`config.mk`:
```
export PLATFORM = sky130hd
export DESIGN_NAME = store_buffer
export DESIGN_NICKNAME = d
export VERILOG_FILES = /design/src/rtl/store_buffer_pkg.sv /design/src/rtl/store_buffer_hazard_cam.sv /design/src/rtl/store_buffer.sv
export SDC_FILE = /design/constraint.sdc
export NUM_CORES = 1
export LEC_CHECK = 0
export CAP_MARGIN = 10
export CORE_MARGIN = 2
export CORE_UTILIZATION = 55
export CTS_CLUSTER_SIZE = 16
export DETAILED_ROUTE_END_ITERATION = 10
export PLACE_DENSITY = 0.82
export SLEW_MARGIN = 20
export SYNTH_ARGS = -nofsm -noshare
export SYNTH_HDL_FRONTEND = slang
export SYNTH_SLANG_ARGS = --single-unit
```
`constraint.sdc`:
```
create_clock -name i_clk -period 5.6 [get_ports i_clk]
set_clock_uncertainty 0.1 [all_clocks]
set_input_delay 1.4 -clock i_clk [delete_from_list [all_inputs] [get_ports i_clk]]
set_output_delay 1.4 -clock i_clk [all_outputs]
set_load 0.02 [all_outputs]
```
`src/rtl/store_buffer_pkg.sv`:
```
// Shared definitions for the store buffer: default geometry and the memory
// port direction encoding.
package store_buffer_pkg;

  localparam int unsigned SB_DEPTH = 4;
  localparam int unsigned SB_AW    = 32;
  localparam int unsigned SB_DW    = 32;
  // Byte-offset bits dropped for word-address matching
  localparam int unsigned WORD_LSB = 2;

  typedef enum logic {
    MEM_WRITE = 1'b0,
    MEM_READ  = 1'b1
  } mem_mode_e;

endpackage

```
`src/rtl/store_buffer_hazard_cam.sv`:
```
// Word-address comparator across all buffered writes plus the write being
// presented this cycle; flags any match against the load word address.
module sb_hazard_cam #(
  parameter int unsigned DEPTH = 4,
  parameter int unsigned WW    = 30
) (
  input  logic [DEPTH-1:0]         entry_valid_i,
  input  logic [DEPTH-1:0][WW-1:0] entry_word_i,
  input  logic                     wr_valid_i,
  input  logic [WW-1:0]            wr_word_i,
  input  logic [WW-1:0]            ld_word_i,
  output logic                     match_o
);

  always_comb begin
    match_o = wr_valid_i && (wr_word_i == ld_word_i);
    for (int i = 0; i < int'(DEPTH); i++) begin
      if (entry_valid_i[i] && (entry_word_i[i] == ld_word_i)) begin
        match_o = 1'b1;
      end
    end
  end

endmodule

```
`src/rtl/store_buffer.sv`:
```
// In-order write buffer between the store stage and the data-memory port.
// Loads win the port unless they alias a pending write; otherwise the head drains.
module store_buffer
  import store_buffer_pkg::*;
#(
  parameter int unsigned DEPTH = SB_DEPTH,
  parameter int unsigned AW    = SB_AW,
  parameter int unsigned DW    = SB_DW
) (
  input  logic                       i_clk,
  input  logic                       i_rst,
  input  logic                       wr_valid,
  input  logic [AW-1:0]              wr_addr,
  input  logic [DW-1:0]              wr_data,
  input  logic [DW/8-1:0]            wr_byte_en,
  output logic                       wr_ready,
  input  logic                       ld_req,
  input  logic [AW-1:0]              ld_addr,
  output logic                       ld_hazard,
  input  logic                       fence_req,
  output logic                       fence_stall,
  output logic                       mem_rw_mode,
  output logic [AW-1:0]              mem_addr,
  output logic [DW-1:0]              mem_write_data,
  output logic [DW/8-1:0]            mem_byte_en,
  output logic [$clog2(DEPTH):0]     buf_count
);

  localparam int unsigned BEW = DW / 8;
  localparam int unsigned PW  = $clog2(DEPTH);
  localparam int unsigned CW  = PW + 1;
  localparam int unsigned WW  = AW - WORD_LSB;

  typedef struct packed {
    logic           valid;
    logic [AW-1:0]  addr;
    logic [DW-1:0]  data;
    logic [BEW-1:0] be;
  } sb_entry_t;

  sb_entry_t               entries_q [DEPTH];
  logic [PW-1:0]           wr_ptr_q, wr_ptr_d;
  logic [PW-1:0]           rd_ptr_q, rd_ptr_d;
  logic [CW-1:0]           count_q,  count_d;

  logic                    empty_c;
  logic                    push_c;
  logic                    pop_c;
  logic                    load_grant_c;
  logic                    cam_match_c;
  mem_mode_e               mem_mode_c;
  logic [DEPTH-1:0]        entry_valid_c;
  logic [DEPTH-1:0][WW-1:0] entry_word_c;

  assign empty_c     = (count_q == '0);
  assign wr_ready    = (count_q != CW'(DEPTH));
  assign push_c      = wr_valid && wr_ready;
  assign ld_hazard   = ld_req && cam_match_c;
  assign load_grant_c = ld_req && !cam_match_c;
  assign fence_stall = fence_req && !empty_c;
  assign buf_count   = count_q;
  assign mem_rw_mode = mem_mode_c;

  // Flatten entry valid bits and word addresses for the comparator
  always_comb begin
    entry_valid_c = '0;
    entry_word_c  = '0;
    for (int i = 0; i < int'(DEPTH); i++) begin
      entry_valid_c[i] = entries_q[i].valid;
      entry_word_c[i]  = entries_q[i].addr[AW-1:WORD_LSB];
    end
  end

  sb_hazard_cam #(
    .DEPTH (DEPTH),
    .WW    (WW)
  ) u_hazard_cam (
    .entry_valid_i (entry_valid_c),
    .entry_word_i  (entry_word_c),
    .wr_valid_i    (wr_valid),
    .wr_word_i     (wr_addr[AW-1:WORD_LSB]),
    .ld_word_i     (ld_addr[AW-1:WORD_LSB]),
    .match_o       (cam_match_c)
  );

  // Port arbitration: clean load first, then head drain, else idle read
  always_comb begin
    mem_mode_c     = MEM_READ;
    mem_addr       = '0;
    mem_write_data = '0;
    mem_byte_en    = '0;
    pop_c          = 1'b0;
    if (load_grant_c) begin
      mem_addr = ld_addr;
    end else if (!empty_c) begin
      mem_mode_c     = MEM_WRITE;
      mem_addr       = entries_q[rd_ptr_q].addr;
      mem_write_data = entries_q[rd_ptr_q].data;
      mem_byte_en    = entries_q[rd_ptr_q].be;
      pop_c          = 1'b1;
    end
  end

  always_comb begin
    wr_ptr_d = push_c ? wr_ptr_q + PW'(1) : wr_ptr_q;
    rd_ptr_d = pop_c  ? rd_ptr_q + PW'(1) : rd_ptr_q;
    count_d  = count_q + CW'(push_c) - CW'(pop_c);
  end

  // Push and pop never hit the same slot: push needs !full, pop needs !empty
  always_ff @(posedge i_clk) begin
    if (i_rst) begin
      wr_ptr_q <= '0;
      rd_ptr_q <= '0;
      count_q  <= '0;
      for (int i = 0; i < int'(DEPTH); i++) begin
        entries_q[i] <= '0;
      end
    end else begin
      wr_ptr_q <= wr_ptr_d;
      rd_ptr_q <= rd_ptr_d;
      count_q  <= count_d;
      if (pop_c) begin
        entries_q[rd_ptr_q].valid <= 1'b0;
      end
      if (push_c) begin
        entries_q[wr_ptr_q] <= '{valid: 1'b1, addr: wr_addr, data: wr_data, be: wr_byte_en};
      end
    end
  end

endmodule

```
# --- Yosys cells after proc, flatten, opt, wreduce, memory -nomap -nowiden ---
# Memories as Yosys holds them, arrays and structs flattened. A register that Yosys moved wholly into a read port is not among the register bits.
# Cells that the tools add are included.
word_totals:
  ram_bits: 276
  output_inout_bits: 75
  reg_bits: 7
  memories: 1
  wordCells: 58
  inputBits: 105
op_classes:
  add_sub_neg: 4
  eq_ne: 6
  mux: 30
  n_reduce_logical: 14
mem_list:
  columns: ["memory", "words", "word_bits", "rd", "rd_ports_with_merged_regs", "wr", "line_no", "text"]
  rows:
  - ["entries_q", 4, 69, 5, 1, 4, "store_buffer.sv:41", "sb_entry_t entries_q [DEPTH];"]
op_table:
  columns: ["op", "count"]
  rows:
  - ["$eq 30x30->1", 5]
  - ["$mux 69", 2]
  - ["$reduce_or 69->1", 2]
  - ["$mux 32", 4]
  - ["$mux 1", 17]
  - ["$mux 2", 5]
  - ["$logic_and 1x1->1", 9]
  - ["$mux 4", 2]
  - ["$add 2x1->2 const B", 2]
  - ["$add 3x1->3", 1]
  - ["$logic_not 3->1", 1]
  - ["$ne 3x3->1 const B", 1]
  - ["$sub 3x1->3", 1]
  - ["$logic_not 1->1", 2]

# --- Logic depth before layout (Yosys ltp) ---
# Gate-level depths: netlist (run 1).
# An unclocked memory read counts as a cell.
depth:
  word_depth: 15
  mapped_depth: 15
  depth_no_buf: 12

# --- Hierarchy ---
# A second synthesis (run 1) with hierarchy kept.
unflattened:
  hier_cells: 1045
  area_unflattened_um2: 14868.0
by_module_without_submodules:
  columns: ["mod", "instances", "area_per_inst_um2", "cells_per_inst"]
  rows:
  - ["store_buffer", 1, 12916.1, 813]
  - ["sb_hazard_cam", 1, 1951.9, 232]

# --- Worst setup path after synthesis (run 1) ---
# No wires, ideal clock.
synth_timing:
  kind: "in2out"
  startpoint: "input ld_addr[5]"
  endpoint: "output mem_addr[0]"
  path_slack_ps: 850
  n_path_buf: 3
  t_arrival_ps: 3250
  stages: 9
  required_ps: 4100
  cell_sequence: "buf_2 xnor2_1 nand4_1 or4_1 o21ai_1 o31a_2 buf_2 buf_2 a22o_1"
synth_via:
  elab_chain_cells: 9
  word_cells_on_any_way: 17
  cone_classes: "eq/ne (5); mux (5); reduce/logical (7)"
synth_lines:
  columns: ["element", "line_no", "text"]
  rows:
  - ["from (decl)", "store_buffer.sv:18", "input logic [AW-1:0] ld_addr,"]
  - ["$eq 30x30->1, on equally long branches", "store_buffer_hazard_cam.sv:16, store_buffer_hazard_cam.sv:18", null]
  - ["$logic_and 1x1->1, on equally long branches", "store_buffer_hazard_cam.sv:16, store_buffer_hazard_cam.sv:18", null]
  - ["$mux 1 (3 in series)", "store_buffer_hazard_cam.sv:18", "if (entry_valid_i[i] && (entry_word_i[i] == ld_word_i)) begin"]
  - ["$mux 1 *", "store_buffer_hazard_cam.sv:18", null]
  - ["$logic_not 1->1 *", "store_buffer.sv:59", "assign load_grant_c = ld_req && !cam_match_c;"]
  - ["$logic_and 1x1->1 *", "store_buffer.sv:59", null]
  - ["$mux 32 *", "store_buffer.sv:93", "if (load_grant_c) begin"]
  - ["to (decl)", "store_buffer.sv:23", "output logic [AW-1:0] mem_addr,"]
# Mark *: on every way between the ends. The rest lies on a longest branch, timed or not.

# --- Final worst setup path (run 1) ---
layout_timing:
  startpoint: "input ld_addr[29]"
  endpoint: "output mem_addr[0]"
# Same word-level chain as after synthesis.

==> impl_metrics.toml, run 1 <==
[yosys]
yosys_warnings = 0
postSynthCellCount = 1070
ys_types = 34
synth.net_count = 1181
ys_seq_elements = 285
synth_edf_count = 272
yosys.area.top_type_share_pct = 55.61
synth_area_per_cell_um2 = 13.73
synth_area_um2 = 14690
async_flop_share_pct = 0
ys_seq_area_share_pct = 57.38
synth_ff_type = "edfxtp_1"
yosysTopAreaCell = "edfxtp_1"
synthTopCellsByArea = "edfxtp_1 (56%), and3_1 (12%), mux4_2 (10%), xnor2_1 (4.7%), xor2_1 (4.5%)"

[timing]
setup_viol = 27
fin_crit_sh_pct = 100.6
timing.fmax_mhz = 177.4
max_slew_margin_pct = 41.26
maxSlewViolCount = 0
finalHoldViolCount = 0
worst_pin_slew_ps = 881.1
setup_ws_ps = -36.23
tns_ps = -568.0
rsz0062_at_grt = "yes"
final.min_clock_period_ps = 5636

[run_status]
violations = "design-rule violations, negative setup slack"
status = "finished with violations"

[global_route]
gr-usage-met2_pct = 47.00
grt_pass1_vias = 10400
grt_pass1_wl_um = 62080
grt_use_met1_pct = 39.49
grt-ovfl-total = 0
grt_usage_pct = 29.25
top_usage_layer = "met2"
grtUsageMet3_pct = 7.161
antenna_found_initial = 1
grt_max_degree = 157

[floorplanning]
die_y_um = 167.4
num_rows = 59
num_io_pins = 180
dieArea_um2 = 28030
start_util_pct = 56.21
core_area_um2 = 26130
die_width_um = 167.4

[finish]
n_fill_cell = 1745
n_antenna_cell = 0
drive_gt1_share_pct = 23.79
finalNonFillerCells = 1634
area_delta_synth_final_pct = 25.62
nets = 1388
layout.area.seq_um2 = 8433
multi_input_area_um2 = 5949

[clock_network]
clock_latency_ps = 550
cts_tree = "built"
htree_levels = 1
numClockSinks = 285
cts_root_buf = "clkbuf_16"
numCtsBuffers = 28
clock_path_buffers = 3
cts.reportedPaths.clkPinSlew_ps = 60

[setup_path]
crit_path_max_fanout = 21
r2r_cells = 13
worstPathRequired_ps = 4100
r2r-end = "buf_count[2]$_SDFF_PP0_"
rrSetupSlack_ps = 2010
cp_data_arrival_time_ps = 4140
crit_path_end_kind = "primary output"
rr_startpoint = "entries_q[3][57]$_SDFFCE_PN0P_"
crit_type = "in -> out"
start_kind = "input port"

[power]
p_leak_nw = 7.759
power.density_nw_per_um2 = 354.8
max-vdd-ir-drop_mv = 0.2861

[drt]
ant_nets = 0
detail_route.wl_per_cell_um = 25.42
dr.pass1.iters = 10
drc = 12
vias_per_cell = 6.275
drtIter0Drc = 1191
vias = 10250
wl_um = 41540

[place]
dp_hpwl_um = 25590
gp_congestion = 0.9510
io_buffers = 179
dp_cells = 1579
place_ws_ps = -399.6

[hold_path]
hp-class = "reg -> reg"
min_from = "entries_q[1][68]$_SDFFE_PP1P_"
hold_path_depth = 1
holdPathEnd = "entries_q[1][68]$_SDFFE_PP1P_"

[job]
cap_viol_max_count = 0
-- layer usage --
layer / share of wire, % / up-vias / wire (µm)
li1: - / 4479 / -
met1: 37 / 5015 / 15410
met2: 47 / 639 / 19630
met3: 12 / 120 / 5026
met4: 3.6 / 0 / 1475
met5: 0 / - / 0
-- cell families (layout without fill, tap and decap cells) --
logic type	after synthesis	count (layout)	share of synthesized area [%]
flip-flops	285	285	57.38
adder cells (fa/ha/maj)	6	6	0.5622
buffers and inverters	122	351	3.544
XOR/XNOR	155	155	9.243
multiplexers	68	68	10.43
AO/OA/AOI/OAI	47	47	2.564
AND/OR/NAND/NOR	387	387	16.28
-- Yosys cell counts (6+ instances only) --
cell,n
and3_1,272
edfxtp_1,272
clkbuf_1,79
xnor2_1,79
xor2_1,76
mux4_2,68
and2_1,41
a22o_1,32
buf_2,32
nand4_1,25
nor4_1,15
dfxtp_1,13
nor2_1,9
a21oi_1,6
nor3_1,6
-- registers in the layout (all words and copies together), names as in the netlist, named ones only --
signal / cells
buf_count: 3
rd_ptr_q: 2
entries_q: 276
wr_ptr_q: 2
-- metrics by stage --
step	total power [mW]	cell area (µm²)	hold slack (ps)	utilization, %
CTS	6.532	18390	401.8	70.36
global placement	4.665	17360	373.0	66.42
global route	6.747	18450	411.9	70.61
detailed placement	4.689	17360	384.4	66.42
finish	6.547	18450	402.1	70.61
floorplan	3.873	14690	348.3	-
-- final cells by class --
cell class | count | share of cell area [%]
timing repair buffer | 293 | 14.78
clock buffer | 30 | 3.838
inverter | 6 | 0.1221
multi-input combinational | 663 | 32.24
tap | 335 | 2.272
sequential | 285 | 45.70
clock inverter | 22 | 1.044
-- critical path, stage by stage --
cell and delay, ps:
clkdlybuf4s50_1 560, buf_4 200, xnor2_1 130, nand4_1 170, or4_1 450, o22ai_2 220, o31a_4 250, bufbuf_16 340
a22o_1 140, clkdlybuf4s15_2 250
-- how the worst max path moves through the flow --
stage,startpoint,end,slack [ps],cells past startpoint
final,ld_addr[29],mem_addr[0],-40,10
after global placement,ld_addr[2],mem_addr[3],-390,10
after detailed placement,ld_addr[2],mem_addr[6],-400,10
after floorplan,ld_addr[5],mem_addr[0],850,9
after global routing,ld_addr[24],mem_write_data[1],-110,10
after CTS,ld_addr[8],mem_addr[3],-70,12
-- timing repair --
item,in CTS,in global routing
pin swaps,6,7
endpoints found under the setup margin,70,70
hold buffers,0,0
gates cloned,2,0
gates resized for setup,150,81
setup buffers,1,0
-- cell usage in the layout (no fill, tap or decap), types with 3 or more instances in the layout --
master	n
a21oi_1	6
a22o_1	31
a31o_1	3
and2_1	41
and3_1	272
buf_12	7
buf_4	104
bufinv_16	3
clkbuf_16	28
clkbuf_2	21
clkdlybuf4s15_1	18
clkdlybuf4s15_2	27
clkdlybuf4s50_1	94
clkinv_1	11
clkinv_2	4
dfxtp_1	11
dlygate4sd2_1	10
dlymetal6s2s_1	8
edfxtp_1	272
ha_2	4
inv_1	5
mux4_2	68
nand2_1	3
nand3_1	3
nand4_1	25
nor2_1	7
nor3_1	5
nor4_1	12
nor4_2	3
or2_4	5
or4_1	4
xnor2_1	67
xnor2_2	12
xor2_1	74
-- where the power goes --
| part | switching (mW) | internal [mW] | total (mW) |
|---|---|---|---|
| Combinational | 1.04 | 0.899 | 1.94 |
| Sequential | 0.181 | 2.57 | 2.75 |
| Clock | 0.811 | 1.05 | 1.86 |
Note: power is estimated with default switching activity, not from simulation.
==> run 2: changes to the inputs <==
--- a/config.mk
+++ b/config.mk
@@ -6,11 +6,11 @@
 export NUM_CORES = 1
 export LEC_CHECK = 0
 export CAP_MARGIN = 10
-export CORE_MARGIN = 2
 export CORE_UTILIZATION = 55
 export CTS_CLUSTER_SIZE = 16
 export DETAILED_ROUTE_END_ITERATION = 10
 export PLACE_DENSITY = 0.82
+export REMOVE_ABC_BUFFERS = 1
 export SLEW_MARGIN = 20
 export SYNTH_ARGS = -nofsm -noshare
 export SYNTH_HDL_FRONTEND = slang
==> run 2 against run 1 <==
  * First-iteration DRC count shrank 0.34%
  * Global-route usage rose by 0.57 points
  * Fmax up 1.3%
  * Die area fell by 2.4%
  * Sequential share of layout area grew 0.31 points
  * Sequential power about the same
  * The flow finishes with violations (design-rule violations)
  * Design area decreased by 0.64%
  * Via count shrank 1.8%
  * Clock power rose by 3%
  * Routed wire length fell by 4.1%
==> impl_metrics.toml, run 2 (synthesis gave the netlist of run 1 again) <==
[run_status]
status = "finished with violations"
violations = "design-rule violations"

[clock_network]
cts.reportedPaths.clkPinSlew_ps = 50
clock_path_buffers = 3
numClockSinks = 285
cts_hold_buf = 0
htree_levels = 1
clock_latency_ps = 550
numCtsBuffers = 30
cts_root_buf = "clkbuf_16"
cts_tree = "built"

[finish]
final_cell_mix = "and3_1 (272), edfxtp_1 (272), clkdlybuf4s50_1 (93), buf_4 (93), xor2_1 (75)"
utilization_pct = 70.15
area_delta_synth_final_pct = 24.81
nets = 1382
top_register = "entries_q"
drive_gt1_share_pct = 22.21
largest_reg_flops = 276
final_cell_area_um2 = 18330

[timing]
fin_crit_sh_pct = 99.33
worst_pin_slew_ps = 1107
max_slew_margin_pct = 26.21
final.min_clock_period_ps = 5562
timing.fmax_mhz = 179.8
maxSlewViolCount = 0
setup_viol = 0
finalHoldViolCount = 0

[power]
power.density_nw_per_um2 = 355.3
p_leak_nw = 7.805
max-vdd-ir-drop_mv = 0.2758

[setup_path]
cp_cell_sequence = "clkdlybuf4s50_1 > buf_4 > xnor2_2 > nand4_1 > or4_1 > o21ai_2 > o31a_4 > buf_12 > and2_1 > dlygate4sd2_1"
rrSetupSlack_ps = 2080
slowest_stage = "or4_1"
crit_type = "in -> out"
r2r_cells = 14
start_kind = "input port"
r2r-end = "buf_count[2]$_SDFF_PP0_"
slowest_delay_ps = 590
rr_startpoint = "entries_q[2][54]$_SDFFCE_PN0P_"
path_buf_inv = 4
cp_data_arrival_time_ps = 4060
cpLargestDelayFamily = "buffers and inverters"
crit_path_max_fanout = 28
crit_path_end_kind = "primary output"
worstPathRequired_ps = 4100

[drt]
detail_route.wl_per_cell_um = 24.44
ant_nets = 0
drtIter0Drc = 1187
dr.pass1.iters = 9
vias_per_cell = 6.174
vias = 10060
wl_um = 39840
drc = 40

[floorplanning]
num_rows = 59
die_width_um = 165.4
num_io_pins = 180
core_area_um2 = 26130
start_util_pct = 56.21
die_y_um = 165.4
dieArea_um2 = 27360

[place]
gp_congestion = 0.8979
placed_area_um2 = 17300
dp_hpwl_um = 24170
io_buffers = 179

[job]
cap_viol_max_count = 0

[hold_path]
hold_path_depth = 2
min_from = "wr_ptr_q[1]$_SDFFE_PP0P_"
holdPathEnd = "wr_ptr_q[1]$_SDFFE_PP0P_"
hp-class = "reg -> reg"

[global_route]
grt_usage_pct = 29.82
grt-ovfl-total = 0
antenna_found_initial = 3
grt_max_degree = 160
grt_pass1_vias = 10020
grt_pass1_wl_um = 59220
## run 2: cell count changes in the layout (fill, tap and decap cells not counted), moves of 7 or more
cell	change
buf_2	+26
buf_4	-11
clkbuf_1	+9
clkbuf_2	-18
clkdlybuf4s15_1	-12
clkdlybuf4s15_2	-25
clkinv_1	-7
dlygate4sd2_1	+38
dlymetal6s2s_1	-7
## run 2: layout make-up
class                   instances  area, µm²
well taps                     335      419.2
clock buffers                  44      844.6
flip-flops and latches        285       8436
repair buffers                285       2540
diodes                          3      7.507
multi-input cells             663       5971
inverters                       6      22.52
fillers                      1829       7800
clock inverters                 9      92.59
## run 2: worst register-to-register path: stages (launching register included)
cell and delay (ps):
edfxtp_1 420, xnor2_1 290, nand4_1 140, or4_1 580, o21ai_2 230, o31a_4 210, buf_4 150, buf_16 180
xnor2_1 150, ha_1 170, inv_1 50, fa_1 400, xor2_1 170, xnor2_1 130, nor2_1 50
## run 2: how the worst max path moves through the flow
| stage | slack, ps | cells past startpoint | from | end |
|---|---|---|---|---|
| after floorplan | -3390 | 4 | wr_valid | entries_q[0][0]$_SDFFCE_PN0P_ |
| after global placement | -620 | 11 | ld_addr[13] | mem_addr[30] |
| after detailed placement | -650 | 11 | ld_addr[13] | mem_addr[30] |
| after CTS | 8 | 12 | ld_addr[16] | mem_addr[6] |
| after global routing | -0.9 | 13 | ld_addr[23] | mem_addr[14] |
| final | 40 | 10 | ld_addr[5] | mem_write_data[20] |
## run 2: power breakdown
group	total, mW	switching (mW)	internal (mW)	leakage, nW
sequential	2.77	0.199	2.57	2.93
clock	1.91	0.787	1.13	0.452
combinational	1.83	0.984	0.851	4.42
total	6.51	1.97	4.54	7.80
## run 2: per-layer routing
metal / GRT usage, % / part of all wire [%] / vias up
met1: 39.84 / 39 / 4925
met3: 5.345 / 9.4 / 103
met5: 0 / 0 / -
met2: 49.30 / 48 / 559
li1: - / - / 4477
met4: 10.54 / 3.8 / 0
## run 2: stage by stage
step | power, mW | setup WS (ps) | hold WS [ps] | TNS, ps | instances
finish | 6.514 | 37.77 | 414.4 | 0 | 1630
detailed placement | 4.659 | -646.3 | 416.9 | -27950 | 1569
global route | 6.740 | -0.8882 | 434.1 | -1.041 | 1628
floorplan | 3.817 | -3389 | 348.4 | -1525530 | 954
CTS | 6.544 | 7.814 | 417.4 | 0 | 1627
global placement | 4.623 | -615.9 | 392.1 | -24670 | 1569
## run 2: what timing repair did
item                       in CTS  in global routing
pin swaps                      10                  3
gates cloned                    1                  0
setup endpoints to repair      70                 62
setup buffers                   4                  0
resized for setup             172                 41
==> RTL edit 1: new RTL, flow settings as in run 2 <==
Change the package constant `WORD_LSB` from 2 to 1.
--- a/src/rtl/store_buffer_pkg.sv
+++ b/src/rtl/store_buffer_pkg.sv
@@ -8,3 +8,3 @@
   // Byte-offset bits dropped for word-address matching
-  localparam int unsigned WORD_LSB = 2;
+  localparam int unsigned WORD_LSB = 1;
 
Behaviour: not the same (Yosys sat finds a counterexample within 4 cycles, from zero or initial values and one cycle with i_rst high).
==> RTL edit 1 against run 2 <==
Final cell count rose by 4.2%; sequential cell count unchanged; design area rose by 0.61%; synthesized cell count up 7.5%; total power increased by 1.6%; sequential share of layout area shrank 0.28 points; area after synthesis is 2.8% higher; global-route usage down 0.87 points; setup slack gained 0.024 ns; routed wire length grew 2.3%; critical path type unchanged; highest routed layer is now met5.
==> RTL edit 1: results (changes against run 2) <==
* Peak VDD IR at 0.232 mV (-16%)
* Finished Cell Area at 18400 um2 (+0.61%)
* ClkCell Share at 5.52% (+0.40 points)
* Final WL at 40.7 mm (+2.3%)
* Status: completed
* Leading post-synthesis cells by cell area: edfxtp_1, and3_1, mux4_2
* Via count at 10500 (+4.3%)
* CTS resizes at 74 (-57%)
* Buffering overhead at 13.4% (-0.46 points)
* Vias in the first global route at 10400 (+3.3%)
* Share of cells above drive strength 1 at 18.9% (-3.3 points)
* Post-Place Cells at 1640 (+4.5%)
* Final #Nets at 1442 (+4.3%)
* Total iterations of the first detailed-routing run at 5 (-4)
* Leak at 7.77 nW (-0.51%)
* Syn avg cell area at 13.1 um2 (-4.3%)
* First-pass GRT wire length at 61.1 mm (+3.2%)
* Worst r2r src: entries_q[0][60]
* #MultiIn Comb at 702 (+5.9%)
* GRT Total Usage at 29.0% (-0.87 points)
* Crit path capture: mem_addr[8]
* Violation count after the first detailed-route iteration at 1071 (-9.8%)
* Non-clock inverters at 38 (+32)
* Setup bufs post-CTS at 0 (-4)
* WHS Path Cells at 1 (-1)
* Clock buf count at 34 (-23%)
* Crit path max-delay cell type: clkdlybuf4s50_1
* Inserted Diodes at 2 (-1)
* Crit path from: ld_addr[6]
* Final worst path period share at 98.9% (-0.43 points)
* Worst Reg-to-Reg Cells at 15 (+1)
* Hold path start: entries_q[3][68]
* Row cnt at 60 (+1.7%)
* Synth cell count leaders: and3_1, edfxtp_1, xnor2_1
* Fillers at 1905 (+4.2%)
* Post-synth cell types at 35 (+2.9%)
* P_sw at 0.00205 W (+3.9%)
* Seq/Total Area, Yosys at 55.8% (-1.6 points)
* Bufs w/o clock at 274 (-3.9%)
* Reg-to-reg slack, setup at 2.10 ns (+0.02 ns)
* DP HPWL at 25.2 mm (+4.1%)
* Slew HR at 23.9% (-2.4 points)
* Pre-CTS setup slack at -0.360 ns (+0.286 ns)
-- RTL edit 1: cell types whose count changed after synthesis, moves of 32 or more --
cell	run 2	this run
a22o_1	32	0
and2_1	41	6
xnor2_1	79	157
xor2_1	76	2
and3_1	272	308
inv_1	5	38
-- RTL edit 1: logic make-up after synthesis --
family	share of synthesized area [%]
xor+xnor	9.22
simple gates	17.1
buf+inv	5.34
mux	10.3
compound gates	1.73
flops	55.8
fa+ha+maj	0.547
-- RTL edit 1: layer usage --
layer	global-route usage (%)	up-vias	share of wire [%]	wire [um]
met5	0	-	0.032	13
met4	9.81	2	2.8	1150
met3	4.56	72	9.1	3710
met2	48.2	571	49	20100
met1	39.0	5175	39	15800
li1	-	4681	-	-
-- RTL edit 1: power groups by stage --
stage	sequential [W]	clock, W	combinational (W)
floorplan	0.00278	0	0.00103
global placement	0.00277	0	0.00187
detailed placement	0.00279	0	0.00190
CTS	0.00275	0.00205	0.00184
global route	0.00277	0.00212	0.00195
finish	0.00274	0.00203	0.00184
==> RTL edit 2: new RTL, settings of run 2 <==
Without the edit above. Put one more register stage on the output `buf_count`, cleared by the reset. The value now appears one clock later. The other outputs are not delayed to match.
--- a/src/rtl/store_buffer.sv
+++ b/src/rtl/store_buffer.sv
@@ -60,3 +60,9 @@
   assign fence_stall = fence_req && !empty_c;
-  assign buf_count   = count_q;
+  always_ff @(posedge i_clk) begin
+    if (i_rst) begin
+      buf_count <= '0;
+    end else begin
+      buf_count <= count_q;
+    end
+  end
   assign mem_rw_mode = mem_mode_c;
Check against the original RTL: not equivalent (a bounded check fails within 4 cycles, from zero or initial values and one cycle with i_rst high).
==> RTL edit 2 against run 2 <==
The flow still finishes with violations (design-rule violations); synthesized cell count grew 0.65%; setup slack better by 0.0094 ns; sequential cell count up 3; critical path depth is 1 higher; design area up 1.0%; area after synthesis up 0.65%; routed wire length down 0.52%; non-clock buffer count is 3 higher; total power rose by 2.3%; sequential power barely moved; critical endpoint is now mem_addr[26].
==> RTL edit 2: results (changes against run 2) <==
* FF-to-FF End: count_q[2]
* CTS Buf Count at 31 (+3.3%)
* Post-CTS Hold Buffers at 0 (unchanged)
* Seq cells post-synth at 288 (+1.1%)
* #MultiIn Comb at 666 (+0.45%)
* Comb power frac at 27.9% (-0.3 points)
* Crit path from: ld_addr[28]
* Inserted Diodes at 0 (-3)
* Crit path capture: mem_addr[26]
* Fillers at 1782 (-2.6%)
* Bufs w/o clock at 288 (+1.1%)
* Initial antenna violation count at 1 (-2)
* Synth Area in Compound Gates at 2.55% (-0.016 points)
* Met2 wire len at 19.4 mm (+1.1%)
* CP Max Fanout at 18 (-36%)
* CTS resizes at 149 (-13%)
* Peak VDD IR at 0.257 mV (-7.0%)
* Post-Place Cells at 1577 (+0.51%)
* Leading post-synthesis cells by cell area: edfxtp_1, and3_1, mux4_2
* Post-synth cell types at 34 (unchanged)
* Met1 Use GR at 39.4% (-0.44 points)
* Hold path start: entries_q[2][68]
* Met3 wire length at 3.69 mm (-1.5%)
* Multiplexer share of the synthesized area at 10.4% (-0.067 points)
* Via count at 10100 (+0.030%)
* Worst r2r src: entries_q[3][58]
* XOR/XNOR Fraction of Synth Area at 9.18% (-0.059 points)
* Reg-to-reg slack, setup at 2.11 ns (+0.03 ns)
* DP HPWL at 24.6 mm (+2.0%)
* WHS Path Cells at 1 (-1)
* DRC viols at 12 (-70%)
* Sw frac at 30.2% (about the same)
* Final WL at 39.6 mm (-0.52%)
* First-pass GRT wire length at 60.5 mm (+2.2%)
* Clock buf count at 34 (-23%)
* Pre-CTS setup slack at -0.402 ns (+0.244 ns)
* Adder-Cell Fraction of Synth Area at 0.559% (-0.0036 points)
* Setup bufs post-CTS at 5 (+1)
* CP arrival at 4.05 ns (about the same)
* Final #Nets at 1392 (+0.72%)
* Leak at 7.81 nW (about the same)
* Highest routed layer: met5
* WL met1 at 15.5 mm (+0.40%)
* Fraction of area in multi-input gates at 32.4% (-0.21 points)
* Violation count after the first detailed-route iteration at 1004 (-15%)
* Status: complete, but fails checks
* Mapped Cells at 1077 (+0.65%)
* Failing checks: design-rule violations
* ClkCell Share at 5.46% (+0.35 points)
* Buffering overhead at 13.9% (+0.059 points)
* Worst Reg-to-Reg Cells at 15 (+1)
* Register area at 8500 um2 (+0.71%)
* M3 GR Usage at 5.15% (-0.20 points)
* Seq/Total Area, Yosys at 57.4% (about the same)
* Share of cells above drive strength 1 at 24.3% (+2.1 points)
* Total iterations of the first detailed-routing run at 8 (-1)
* Crit path max-delay cell type: clkdlybuf4s50_1
[RTL edit 2: changes by cell type in the layout (fill, tap and decap cells not counted), moves of 4 or more]
| cell | change |
|---|---|
| clkinv_1 | +5 |
| clkinv_2 | +4 |
| dlygate4sd2_1 | -36 |
| clkbuf_2 | +26 |
| buf_2 | -21 |
| dlymetal6s2s_1 | +4 |
| clkdlybuf4s15_1 | +9 |
| clkbuf_1 | -8 |
| clkdlybuf4s15_2 | +15 |
| buf_4 | +6 |
[RTL edit 2: stage by stage]
step                      hold slack, ns  cell area [um2]   TNS [ns]  total power [W]
after floorplan                    0.348            14300   -1525.52          0.00384
after CTS                          0.395            18500  -0.000685          0.00667
after global routing               0.424            18500    -0.0321          0.00689
after detailed placement           0.382            17400     -21.25          0.00467
final                              0.395            18500          0          0.00666
after global placement             0.382            17400     -21.84          0.00464
